File: config.mk
export PLATFORM = sky130hd
export DESIGN_NAME = udp_cmd_decoder
export DESIGN_NICKNAME = d
export VERILOG_FILES = /design/src/rtl/udp_cmd_decoder.sv
export SDC_FILE = /design/constraint.sdc
export NUM_CORES = 1
export LEC_CHECK = 0
export CORE_UTILIZATION = 47
export DETAILED_ROUTE_END_ITERATION = 10
export GPL_TIMING_DRIVEN = 1
export PLACE_DENSITY_LB_ADDON = 0.2
export REMOVE_ABC_BUFFERS = 1
export SLEW_MARGIN = 20
export SYNTH_ARGS = -nofsm -noshare
export SYNTH_HDL_FRONTEND = slang
export SYNTH_SLANG_ARGS = --single-unit
File: constraint.sdc
create_clock -name clk -period 3.75 [get_ports clk]
set_input_delay 0.75 -clock clk [delete_from_list [all_inputs] [get_ports clk]]
set_output_delay 0.75 -clock clk [all_outputs]
set_load 0.03 [all_outputs]
File: src/rtl/udp_cmd_decoder.sv
// UDP payload command decoder: turns command frames into AXI AW/AR
// address handshakes or W bursts, draining and counting malformed frames.
module udp_cmd_decoder #(
   parameter logic [7:0] OP_WR_ADDR = 8'hA0,
   parameter logic [7:0] OP_WR_DATA = 8'hA1,
   parameter logic [7:0] OP_RD_ADDR = 8'hA2
) (
   input  logic        clk,
   input  logic        rst,
   input  logic [7:0]  rx_data,
   input  logic        rx_valid,
   input  logic        rx_last,
   output logic        rx_ready,
   output logic [1:0]  awid,
   output logic [1:0]  awburst,
   output logic [7:0]  awlen,
   output logic [31:0] awaddr,
   output logic        awvalid,
   input  logic        awready,
   output logic [1:0]  arid,
   output logic [1:0]  arburst,
   output logic [7:0]  arlen,
   output logic [31:0] araddr,
   output logic        arvalid,
   input  logic        arready,
   output logic [31:0] wdata,
   output logic [3:0]  wstrb,
   output logic        wlast,
   output logic        wvalid,
   input  logic        wready,
   output logic [7:0]  err_cnt
);

   localparam logic [2:0] S_IDLE    = 3'd0;
   localparam logic [2:0] S_HDR     = 3'd1;
   localparam logic [2:0] S_ADDR    = 3'd2;
   localparam logic [2:0] S_DATA    = 3'd3;
   localparam logic [2:0] S_ISSUE_A = 3'd4;
   localparam logic [2:0] S_BEAT    = 3'd5;
   localparam logic [2:0] S_PAD     = 3'd6;
   localparam logic [2:0] S_DRAIN   = 3'd7;

   logic [2:0]  state;
   logic        op_wr;
   logic        op_dat;
   logic [2:0]  len;
   logic [1:0]  burst;
   logic [1:0]  id;
   logic [31:0] addr;
   logic [1:0]  bcnt;
   logic [2:0]  beat;
   logic        pad_pend;
   logic        drain_pend;
   logic        acc;
   logic        op_known;
   logic        last_beat;
   logic [2:0]  nbeat;
   logic        err_evt;

   assign rx_ready = !rst && (state == S_IDLE || state == S_HDR ||
                              state == S_ADDR || state == S_DATA ||
                              state == S_DRAIN);
   assign acc       = rx_valid && rx_ready;
   assign op_known  = rx_data == OP_WR_ADDR || rx_data == OP_WR_DATA ||
                      rx_data == OP_RD_ADDR;
   assign last_beat = beat == len;
   assign nbeat     = beat + 3'd1;

   assign awid    = id;
   assign arid    = id;
   assign awburst = burst;
   assign arburst = burst;
   assign awlen   = {5'd0, len};
   assign arlen   = {5'd0, len};
   assign awaddr  = addr;
   assign araddr  = addr;

   // One malformed-frame event per frame, flagged on the byte that proves it
   always_comb begin
      err_evt = 1'b0;
      if (acc) begin
         unique case (state)
            S_IDLE:  err_evt = !op_known || rx_last;
            S_HDR:   err_evt = rx_last;
            S_ADDR:  err_evt = (bcnt == 2'd3) ? !rx_last : rx_last;
            S_DATA:  err_evt = rx_last != (bcnt == 2'd3 && last_beat);
            default: err_evt = 1'b0;
         endcase
      end
   end

   always_ff @(posedge clk or posedge rst) begin
      if (rst) begin
         state      <= S_IDLE;
         op_wr      <= 1'b0;
         op_dat     <= 1'b0;
         len        <= '0;
         burst      <= '0;
         id         <= '0;
         addr       <= '0;
         bcnt       <= '0;
         beat       <= '0;
         pad_pend   <= 1'b0;
         drain_pend <= 1'b0;
         awvalid    <= 1'b0;
         arvalid    <= 1'b0;
         wvalid     <= 1'b0;
         wdata      <= '0;
         wstrb      <= '0;
         wlast      <= 1'b0;
         err_cnt    <= '0;
      end else begin
         if (err_evt && err_cnt != 8'hFF)
            err_cnt <= err_cnt + 8'd1;
         unique case (state)
            S_IDLE: if (acc) begin
               op_dat <= rx_data == OP_WR_DATA;
               op_wr  <= rx_data == OP_WR_ADDR;
               if (!rx_last)
                  state <= op_known ? S_HDR : S_DRAIN;
            end
            S_HDR: if (acc) begin
               bcnt       <= '0;
               beat       <= '0;
               pad_pend   <= 1'b0;
               drain_pend <= 1'b0;
               if (op_dat) begin
                  len <= rx_data[2:0];
                  if (rx_last) begin
                     wvalid <= 1'b1;
                     wdata  <= '0;
                     wstrb  <= '0;
                     wlast  <= rx_data[2:0] == 3'd0;
                     state  <= S_PAD;
                  end else begin
                     state <= S_DATA;
                  end
               end else begin
                  len   <= rx_data[6:4];
                  burst <= rx_data[3:2];
                  id    <= rx_data[1:0];
                  state <= rx_last ? S_IDLE : S_ADDR;
               end
            end
            S_ADDR: if (acc) begin
               addr <= {addr[23:0], rx_data};
               bcnt <= bcnt + 2'd1;
               if (bcnt == 2'd3) begin
                  if (rx_last) begin
                     awvalid <= op_wr;
                     arvalid <= !op_wr;
                     state   <= S_ISSUE_A;
                  end else begin
                     state <= S_DRAIN;
                  end
               end else if (rx_last) begin
                  state <= S_IDLE;
               end
            end
            // wdata doubles as the byte shifter while no beat is pending
            S_DATA: if (acc) begin
               if (bcnt == 2'd3) begin
                  bcnt       <= '0;
                  wdata      <= {wdata[23:0], rx_data};
                  wstrb      <= 4'hF;
                  wlast      <= last_beat;
                  wvalid     <= 1'b1;
                  pad_pend   <= rx_last && !last_beat;
                  drain_pend <= !rx_last && last_beat;
                  state      <= S_BEAT;
               end else if (rx_last) begin
                  bcnt   <= '0;
                  wdata  <= '0;
                  wstrb  <= '0;
                  wlast  <= last_beat;
                  wvalid <= 1'b1;
                  state  <= S_PAD;
               end else begin
                  bcnt  <= bcnt + 2'd1;
                  wdata <= {wdata[23:0], rx_data};
               end
            end
            S_BEAT: if (wready) begin
               beat <= nbeat;
               if (last_beat) begin
                  wvalid <= 1'b0;
                  wlast  <= 1'b0;
                  state  <= drain_pend ? S_DRAIN : S_IDLE;
               end else if (pad_pend) begin
                  wdata <= '0;
                  wstrb <= '0;
                  wlast <= nbeat == len;
                  state <= S_PAD;
               end else begin
                  wvalid <= 1'b0;
                  state  <= S_DATA;
               end
            end
            S_PAD: if (wready) begin
               beat <= nbeat;
               if (last_beat) begin
                  wvalid <= 1'b0;
                  wlast  <= 1'b0;
                  state  <= S_IDLE;
               end else begin
                  wlast <= nbeat == len;
               end
            end
            S_ISSUE_A: if ((awvalid && awready) || (arvalid && arready)) begin
               awvalid <= 1'b0;
               arvalid <= 1'b0;
               state   <= S_IDLE;
            end
            S_DRAIN: if (acc && rx_last) state <= S_IDLE;
            default: state <= S_IDLE;
         endcase
      end
   end

endmodule

---- Word-level counts from Yosys, hierarchy flattened ----
Cells that the tools add are included.
word-level totals
  register bits ........................... 99
  logic and storage cells ................. 197
  output and inout bits ................... 137
  input port bits ......................... 15
cells by class
  add/subtract/negate cells ............... 3
  bitwise operators ....................... 1
  equal/unequal tests ..................... 37
  mux-type cells .......................... 94
  reductions and logical operators ........ 44
operators by type and width
  kind                 number
  $mux 32              9
  $pmux 32 s3          1
  $mux 3               23
  $mux 1               35
  $mux 4               8
  $ne 2x2->1 const B   14
  $eq 8x8->1 const B   3
  $pmux 3 s8           1
  $reduce_and 8->1     2
  $mux 2               7
  $eq 3x3->1 const B   4
  $pmux 1 s4           3
  $pmux 4 s3           1
  $reduce_and 12->1    1
  $logic_and 1x1->1    9
  $reduce_and 9->1     1
  $add 8x1->8 const B  1
  $logic_or 1x1->1     8
  $ne 2x1->1 const B   4
  $ne 8x8->1 const B   1
  $pmux 1 s2           4
  $reduce_and 4->1     2
  $reduce_and 7->1     1
  $eq 3x2->1 const B   2
  other kinds (20)     34

---- Depth between registers and ports, before layout ----
  depth in word-level cells ............... 10
  mapped depth ............................ 7

---- Worst setup path before layout ----
Ideal clock, no wire load.
  path type ............................... input port to flip-flop
  start point ............................. input port rx_last
  end point ............................... register err_cnt[7]
  data arrival time ....................... 2.160 ns
  stages on the path ...................... 7
  data required time ...................... 3.622 ns
  slack ................................... 1.462 ns
  cell sequence ........................... buf_2 -> inv_2 -> ha_1 -> nor2_1 -> o31ai_4 -> a211oi_2 -> mux2_1
between the ends
  cells in the longest elaborated chain, start to end .. 5
ends and longest elaborated chain
  item                    line  text
  start: declaration      12    input logic rx_last,
  $logic_not 1->1         85    S_ADDR: err_evt = (bcnt == 2'd3) ? !rx_last : rx_last;
  $mux 1                  85
  $pmux 1 s4 *            82    unique case (state)
  $mux 1 *                81    if (acc) begin
  $logic_and 1x1->1 *     113   if (err_evt && err_cnt != 8'hFF)
  end signal: assignment  114   err_cnt <= err_cnt + 8'd1;
  end: declaration        31    output logic [7:0] err_cnt
Every way passes the cells marked *; elsewhere a longest branch is shown, timed or not.
A chain may end at the register's enable or synchronous reset.

---- Worst setup path in the final report ----
  start point ............................. register state[0]
  end point ............................... output port rx_ready
between the ends
  cells in the longest elaborated chain, start to end .. 6
ends and longest elaborated chain
  item                                           line  text
  start: declaration                             43    logic [2:0] state;
  start signal: assignment                       120   state <= op_known ? S_HDR : S_DRAIN;
  start signal: assignment                       142   state <= rx_last ? S_IDLE : S_ADDR;
  start signal: assignment                       188   state <= drain_pend ? S_DRAIN : S_IDLE;
  $eq 3x1->1 or $logic_not 3->1 (tied branches)  60    assign rx_ready = !rst && (state == S_IDLE || state == S_HDR ||
  $logic_or 1x1->1 (2 in series)                 60
  $logic_or 1x1->1                               61    state == S_ADDR || state == S_DATA ||
  $logic_or 1x1->1 *                             61
  $logic_and 1x1->1 *                            60
  end: declaration                               13    output logic rx_ready,
Marked as above.

==> qor.txt <==
Final period utilization: 77.3%
Total GRT Usage: 20.4%
FF-to-FF Start: state[2]
Vias: 3792
Final Skew: 0.0125 ns
Synthesized area: 5030 um^2
Unrepaired setup endpoints after global routing: false
Ranking of synthesized cells by area: dfrtp_1 49%, mux2_2 8.7%, buf_4 7.3%
Fin. max-slew vios: 0
Post-place setup slack: 0.716 ns
Worst min path class: reg2reg
First-pass GRT wire length: 17900 um
Total number of H-tree levels: 3
Top post-synthesis cells by count: 99 x dfrtp_1, 81 x nand2_1, 49 x buf_4
Post-CTS setup buffers: 0
Period minus WS final: 2.90 ns
Die Width: 105 um
R2R cell count: 6
Largest net degree at the start of global routing: 65
Die H: 105 um
Worst-margin pin slew: 0.757 ns
Clock sinks: 99
Mapped Cells: 489
CTS tree: done
Crit path from: state[0]
# IOs: 152
Fin Hold WS: 0.485 ns
Crit path capture type: output pin
CORE AREA: 10400 um^2
Startpoint Class: flip-flop
Final core occ: 62.0%
Total power: 5.21 mW
Routed Antenna Nets: 0
Leak: 2.70 nW
PD cells: 811 nW/um^2
Root Buffer Master: clkbuf_8
Filler instances: 890
Rel. slew slack: 49.6%
Port-buffer cells: 141
Grt ovf: 0
CP Data Required Time: 3.00 ns
Die Area: 11100 um^2
Total wire length: 11000 um
Main synth FF type: dfrtp_1
Flop2flop setup slack: 1.19 ns
Final setup viols: 0
Vias per cell: 5.22
Synth area leader: dfrtp_1
DR WL/cell: 15.1 um
Clk_lat worst skew: 0.36 ns
Area share of the largest cell type after synthesis: 49.2%
Seq/Total Area, Yosys: 49.2%
Placed cells: 710
CP endpoint: rx_ready
HP Start: wdata[24]
Setup WS post-layout: 0.849 ns
Setup TNS: 0 ns
GP Congestion: 0.862
Initial core utilization: 48.5%
Register bit total from synthesis: 99
Cts bufs inserted: 9
Yosys warns: 0
Synth-to-Final Area Change: 27.7%
Critical R2R Capture: wdata[5]
Achievable Freq: 345 MHz
CP Max Fanout: 25
Area of the multi-input gates: 2080 um^2
Crit path arrival time: 2.15 ns
Syn Area/Cell: 10.3 um^2
Setup Crit Path Kind: reg2out
Post-DP HPWL: 7850 um
Unique masters post-synth: 64
Clock tree buffer depth: 2
Number of synthesized flops with an enable pin: 0
Net count, final: 604
Clk slew on worst S/H paths: 0.09 ns
First-pass DRT Iterations: 4
FF+latch area: 2480 um^2
Initial antenna violation count: 0
Ant. Diodes: 0
Initial DRC count: 207
Hold Buf Count CTS: 0
Cells resized by post-CTS repair: 0
DP Area: 6220 um^2
DRC Markers: 0
Max cap viols: 0
Finished Layout Cells: 726
Asr flop ratio synth: 100%
Vias in the first global route: 3648
VDD IR max: 575 uV
Layout cells sized above 1: 12.7%
Status: finished clean
Top-count cell post-synth: dfrtp_1
Post-route cell area: 6420 um^2
Row cnt: 37
Hold Fails Final Rpt: 0
## cell type report
cell class,count,area share [%]
sequential,99,38.6
inverter,11,0.682
tap,136,2.65
clock buffer,11,2.20
clock inverter,5,0.935
multi-input combinational,317,32.3
timing repair buffer,147,22.7
## worst min-delay path by stage
stage | to | cells past startpoint
2_1_floorplan | op_wr | 2
4_1_cts | wdata[24] | 2
3_3_place_gp | wdata[30] | 2
5_1_grt | wstrb[3] | 1
3_5_place_dp | wdata[24] | 2
6_report | wdata[24] | 2
## critical path, cell delays in order, from the launching register on
cell	delay, ns
dfrtp_1	0.84
nand2_1	0.10
a21oi_1	0.17
clkdlybuf4s50_1	0.68
## power by group
part           internal (mW)  switching [mW]  total (mW)
Sequential              1.36           0.380        1.74
Clock                  0.332           0.366       0.698
Combinational           1.17            1.60        2.77
## routing by layer
metal | part of all wire (%) | vias up | track usage (%) | wire (um)
met5 | 0 | - | 0 | 0
met4 | 2.1 | 0 | 8.85 | 230
met3 | 5.3 | 19 | 3.34 | 581
met2 | 47 | 129 | 33.1 | 5190
met1 | 45 | 1806 | 26.9 | 4970
li1 | - | 1838 | - | -
## cells by family (layout without fill, tap and decap cells)
group | Yosys count | count (layout) | share of synthesized area (%)
AOI/OAI and AO/OA | 104 | 104 | 13.0
xor gates and xnor gates | 9 | 9 | 1.57
other | 1 | 10 | 0.0745
muxes | 51 | 51 | 11.5
DFF | 99 | 99 | 49.2
adders and majority gates | 4 | 4 | 0.995
and+or+nand+nor | 139 | 139 | 13.2
buffers and inverters | 82 | 174 | 10.5
## cells in the final DEF, fill, tap and decap left out, types with 6 or more instances in the layout
cell	count
clkdlybuf4s50_1	141
dfrtp_1	99
nand2_1	81
mux2_2	39
o21ai_0	31
nor2_1	16
o21ai_1	15
a21oi_1	15
conb_1	10
clkbuf_8	10
inv_1	9
nand3_1	9
a21o_1	7
mux2i_1	6
buf_4	6
## state kept, by name (all words and copies together), names as in the netlist, 2 cells and up
name,count
araddr,32
beat,3
arburst,2
state,3
len,3
err_cnt,8
wstrb,4
wdata,32
bcnt,2
arid,2
Note: power is estimated with default switching activity, not from simulation.
==> RTL edit 1 (config.mk and constraints unchanged) <==
Put one more register stage on the output `err_cnt`, with the module's reset. The value now appears one clock later. The other outputs are not delayed to match.
--- a/src/rtl/udp_cmd_decoder.sv
+++ b/src/rtl/udp_cmd_decoder.sv
@@ -40,6 +40,8 @@
    localparam logic [2:0] S_PAD     = 3'd6;
    localparam logic [2:0] S_DRAIN   = 3'd7;
 
+   logic [7:0] err_cnt_s0;
+
    logic [2:0]  state;
    logic        op_wr;
    logic        op_dat;
@@ -108,10 +110,10 @@
          wdata      <= '0;
          wstrb      <= '0;
          wlast      <= 1'b0;
-         err_cnt    <= '0;
+         err_cnt_s0 <= '0;
       end else begin
-         if (err_evt && err_cnt != 8'hFF)
-            err_cnt <= err_cnt + 8'd1;
+         if (err_evt && err_cnt_s0 != 8'hFF)
+            err_cnt_s0 <= err_cnt_s0 + 8'd1;
          unique case (state)
             S_IDLE: if (acc) begin
                op_dat <= rx_data == OP_WR_DATA;
@@ -217,5 +219,13 @@
       end
    end
 
+   always_ff @(posedge clk or posedge rst) begin
+      if (rst) begin
+         err_cnt <= '0;
+      end else begin
+         err_cnt <= err_cnt_s0;
+      end
+   end
+
 endmodule
 
Check against the original RTL: not equivalent (Yosys sat finds a counterexample within 4 cycles, from zero or initial values and one cycle with rst high).
==> RTL edit 1 against the original RTL <==
- via count grew 3.3%
- clock power down 2%
- synthesized area is 4.7% higher
- wire length rose by 6.7%
- total power up 8.1%
- sequential cell count increased by 8
- largest cell class unchanged
- design area increased by 3.9%
- worst setup slack better by 24 ps
- global-route usage grew 0.80 points
- clock skew decreased by 0.55 ps
==> RTL edit 1: results (changes against the original RTL) <==
CTS buffer count=9 (unchanged); vias per std cell=5.24 (+0.39%); Root Driver=clkbuf_8; global placement routability congestion=0.920 (+6.8%); synth cell count leaders=dfrtp_1, nand2_1, buf_4; Final Hold Slack=428 ps (-57.1 ps); number of port buffers=141 (unchanged); Synth area leaders=dfrtp_1, mux2_2, buf_4; H-tree levels=3 (unchanged); r2r worst-path depth=7 (+1); Total GRT Usage=21.2% (+0.80 points); post-cts sizing count=0 (unchanged); die area=11,600 sq um (+4.6%); largest net degree at the start of global routing=65 (unchanged); VDD IR-drop max=0.000484 V (-16%); worst min-delay path class=register to register; Setup Skew=11.9 ps (-0.551 ps); asr flop ratio synth=100% (unchanged); delay-heaviest family, CP=buffers and inverters; global-route wire length before repair=19,300 microns (+7.9%); setup slack, reg-to-reg=1350 ps (+160 ps); Max stage delay cell, worst path=clkdlybuf4s50_1; HP Start=err_cnt_s0[7]$_DFFE_PP0P_; synth unique cells=64 (unchanged); worst r2r src=bcnt[0]$_DFFE_PP0P_; clk slew on worst S/H paths=100 ps; Layout Nets=621 (+2.8%); Leak=2.84 nW (+5.2%); final-report max-slew violation count=0 (unchanged); WP data arrival=2130 ps (-20 ps); final-layout fill cell count=921 (+3.5%); grt ovf=0 (unchanged); worst skew pair latency=370 ps; post-synthesis sequential area ratio=50.8% (+1.6 points); layout cells sized above 1=14.0% (+1.3 points); actual slew at the worst max-slew pin=664 ps (-92.5 ps); WHS Endpoint=err_cnt[7]$_DFF_PP0_; reg-to-reg critical path endpoint=err_cnt_s0[1]$_DFFE_PP0P_; wire per inst=15.7 microns (+3.7%); vias in the first global route=3,830 (+5.0%); Clock Tree Buf Depth=2 (unchanged); worst-path fanout max=4 (-84%); yosys warns=0 (unchanged); Iteration-0 DRC Markers=197 (-4.8%); hold depth=0 (-2); status=finished clean; Largest stage delay, worst path=690 ps (-150 ps); antenna violations before repair=0 (unchanged); setup repair bufs after CTS=0 (unchanged); DRT Pass-1 Iters=4 (unchanged); Post-DP HPWL=8480 microns (+8.0%)
[RTL edit 1: changes by cell type after synthesis, moves of 4 or more]
| cell | delta |
|---|---|
| a31oi_1 | -5 |
| and3_1 | -4 |
| buf_2 | -7 |
| clkbuf_1 | +9 |
| dfrtp_1 | +8 |
| inv_1 | -4 |
| nand2_1 | +11 |
| nand3_1 | -4 |
| nor3_1 | +6 |
| o21ai_0 | +15 |
| o21ai_1 | -14 |
| xor2_1 | +4 |
[RTL edit 1: stage by stage]
| stage | cell area [sq um] | worst slack, ps | power (mW) | std cells |
|---|---|---|---|---|
| 6_report | 6680 | 873 | 5.63 | 747 |
| 4_1_cts | 6680 | 861 | 5.66 | 747 |
| 5_1_grt | 6680 | 825 | 5.93 | 747 |
| 2_1_floorplan | 4810 | 183 | 3.68 | 438 |
| 3_5_place_dp | 6490 | 729 | 4.97 | 731 |
| 3_3_place_gp | 6490 | 770 | 4.92 | 731 |
[RTL edit 1: routing by layer]
| layer | vias to the layer above | routed length (microns) | global-route usage (%) |
|---|---|---|---|
| li1 | 1871 | - | - |
| met1 | 1910 | 5260 | 28.0 |
| met2 | 128 | 5760 | 35.6 |
| met3 | 8 | 571 | 3.21 |
| met4 | 0 | 110 | 6.75 |
| met5 | - | 0 | 0 |
[RTL edit 1: worst max-delay path by stage]
| stage | slack [ps] | end | cells after the start | from |
|---|---|---|---|---|
| after floorplan | 180 | araddr[0]$_DFFE_PP0P_ | 1 | rst |
| after global placement | 770 | err_cnt_s0[1]$_DFFE_PP0P_ | 7 | rx_data[2] |
| after detailed placement | 730 | wdata[25]$_DFFE_PP0P_ | 7 | rst |
| after CTS | 860 | rx_ready | 3 | rst |
| after global routing | 830 | rx_ready | 3 | rst |
| final | 870 | rx_ready | 3 | rst |
[RTL edit 1: cell type report]
cell class,count,area (sq um),area share (%)
flip-flops and latches,107,2680,40.1
multi-input cells,323,2100,31.5
repair buffers,153,1500,22.5
well taps,140,175,2.62
clock buffers,10,128,1.91
clock inverters,6,61.3,0.918
inverters,8,32.5,0.487
[RTL edit 1: power breakdown]
part           total [mW]  internal (mW)  switching (mW)
registers            1.83           1.50           0.335
logic                3.12           1.28            1.83
clock network       0.681          0.257           0.424
[RTL edit 1: cell families (layout without fill, tap and decap cells)]
group                      after synthesis  in the layout  synth area share (%)
and+or+nand+nor                        149            149                  13.6
DFF                                    107            107                  50.8
AOI/OAI and AO/OA                      100            100                  12.2
buffers and inverters                   83            177                  9.97
muxes                                   47             47                  10.0
xor gates and xnor gates                13             13                  2.30
adders and majority gates                4              4                 0.950
other                                    1             10                0.0712
==> RTL edit 2 (same flow settings) <==
Made on the original files. Make the reset (`rst`) synchronous in one clocked block.
--- a/src/rtl/udp_cmd_decoder.sv
+++ b/src/rtl/udp_cmd_decoder.sv
@@ -89,7 +89,7 @@
       end
    end
 
-   always_ff @(posedge clk or posedge rst) begin
+   always_ff @(posedge clk) begin
       if (rst) begin
          state      <= S_IDLE;
          op_wr      <= 1'b0;
Formal check against the unedited RTL: differs if rst is asserted again (counterexample within 4 cycles, from zero or initial values and one cycle with rst high); with rst held inactive, the same outputs for 4 cycles.
==> RTL edit 2 against the original RTL <==
- synthesized area shrank 6.9%
- design area shrank 5.9%
- worst setup slack lost 180 ps
- wire length grew 8.0%
- global-route usage grew 2.1 points
- count of clock-buffer cells in the layout shrank 1
- critical endpoint unchanged
- final cell count grew 11%
- clock skew grew 4.1 ps
- sequential cell count is the same
- worst hold slack lost 28 ps
Power is not compared: it rests on default switching activity, and its combinational part moved more than twofold at a synthesized area within 25%.
==> RTL edit 2: results (changes against the original RTL) <==
Cells after DPL=791 (+11%); met2 wire length=5600 microns (+7.9%); Setup Skew=16.6 ps (+4.09 ps); vias in the first global route=3,723 (+2.1%); # diodes=0 (unchanged); synthesized area per cell=8.02 sq um (-22%); wire per inst=14.7 microns (-2.9%); setup repair bufs after CTS=0 (unchanged); WHS Endpoint=wdata[29]$_SDFFE_PP0P_; antenna violations before repair=0 (unchanged); switching pwr=0.587 mW; r2r worst-path depth=6 (unchanged); Max Used Layer=met4; H-tree levels=3 (unchanged); asr flop ratio synth=0% (-100 points); Total GRT Usage=22.5% (+2.1 points); worst min-delay path class=register to register; Iteration-0 DRC Markers=235 (+14%); post-synthesis sequential area ratio=42.3% (-6.9 points); worst skew pair latency=380 ps (+20 ps); global-route wire length before repair=18,500 microns (+3.1%); Vias=4,334 (+14%); layout cells sized above 1=5.49% (-7.2 points); status=finished clean; worst r2r src=state[1]$_SDFFE_PP0P_; Leak=2.03 nW; clk slew on worst S/H paths=110 ps (+20 ps); Layout Nets=688 (+14%); setup slack, reg-to-reg=870 ps (-320 ps); Post-DP HPWL=8010 microns (+2.0%); DRT Pass-1 Iters=5 (+1); Root Driver=clkbuf_8; Clock Tree Buf Depth=2 (unchanged); Top FF cell, synth=dfxtp_1; hold depth=2 (unchanged); final-layout fill cell count=877 (-1.5%); synth unique cells=58 (-9.4%); DRT Wirelength=11,800 microns (+8.0%); largest net degree at the start of global routing=87 (+34%); instance area at placement=5850 sq um (-6.0%); WP data arrival=2330 ps (+180 ps); DRT met1 WL=5350 microns (+7.7%); CTS buffer count=9 (unchanged); HP Start=wdata[29]$_SDFFE_PP0P_; global placement routability congestion=0.851 (-1.3%); VDD IR-drop max=0.000178 V; Place WS=684 ps (-32.1 ps); post-cts sizing count=0 (unchanged); fin crit share=82.1% (+4.7 points); synth cell count leaders=nand2_1, dfxtp_1, a21oi_1; Synth area leaders=dfxtp_1, a21oi_1, nand2_1; number of port buffers=141 (unchanged); actual slew at the worst max-slew pin=892 ps (+135 ps); metal3 WL=719 microns (+24%); worst-path fanout max=23 (-8.0%); post-route setup TNS=0 ps (unchanged); reg-to-reg critical path endpoint=err_cnt[6]$_SDFFE_PP0P_; yosys warns=0 (unchanged)
-- RTL edit 2: through the flow --
step	hold WS (ps)	util (%)
detailed placement	443	60.2
finish	457	62.1
global route	477	62.1
floorplan	451	-
CTS	459	62.1
global placement	439	60.2
-- RTL edit 2: worst max-delay path, cell delays in order, from the launching register on --
cell	delay [ps]
dfxtp_1	900
nand2_1	170
a21oi_1	190
clkdlybuf4s50_1	690
-- RTL edit 2: logic make-up after synthesis --
group | synth area share (%)
fa+ha+maj | 1.07
other cells | 0.0801
buf+inv | 11.3
mux | 2.80
compound gates | 17.3
xor+xnor | 1.68
flops | 42.3
simple gates | 23.5
-- RTL edit 2: worst max path at each step --
stage          depth (start not counted)                       to                  start  slack [ps]
2_1_floorplan                          6    wdata[0]$_SDFFE_PP0P_    len[2]$_SDFFE_PP0P_         920
3_3_place_gp                           7  err_cnt[1]$_SDFFE_PP0P_             rx_data[3]         740
3_5_place_dp                           7  err_cnt[1]$_SDFFE_PP0P_             rx_data[3]         680
4_1_cts                                3                 rx_ready  state[1]$_SDFFE_PP0P_         700
5_1_grt                                3                 rx_ready  state[1]$_SDFFE_PP0P_         580
6_report                               3                 rx_ready  state[1]$_SDFFE_PP0P_         670
-- RTL edit 2: final cells by class --
cell class / instances / area, sq um / area share [%]
clock inverters: 6 / 55.1 / 0.911
inverters: 4 / 15.0 / 0.248
multi-input cells: 406 / 2220 / 36.7
well taps: 133 / 166 / 2.75
repair buffers: 149 / 1470 / 24.3
clock buffers: 10 / 138 / 2.28
flip-flops and latches: 99 / 1980 / 32.8
-- RTL edit 2: power groups by stage --
stage / clock network, mW / registers (mW) / logic (mW)
finish: 0.680 / 1.09 / 0.231
global route: 0.729 / 1.09 / 0.252
CTS: 0.688 / 1.09 / 0.230
detailed placement: 0 / 1.11 / 0.230
global placement: 0 / 1.11 / 0.227
floorplan: 0 / 1.13 / 0.113
-- RTL edit 2: per-layer routing --
layer  global-route usage [%]  vias up
met2                     35.9      148
li1                         -     2127
met3                     4.10       14
met1                     30.9     2045
met4                     7.36        0
met5                        0        -
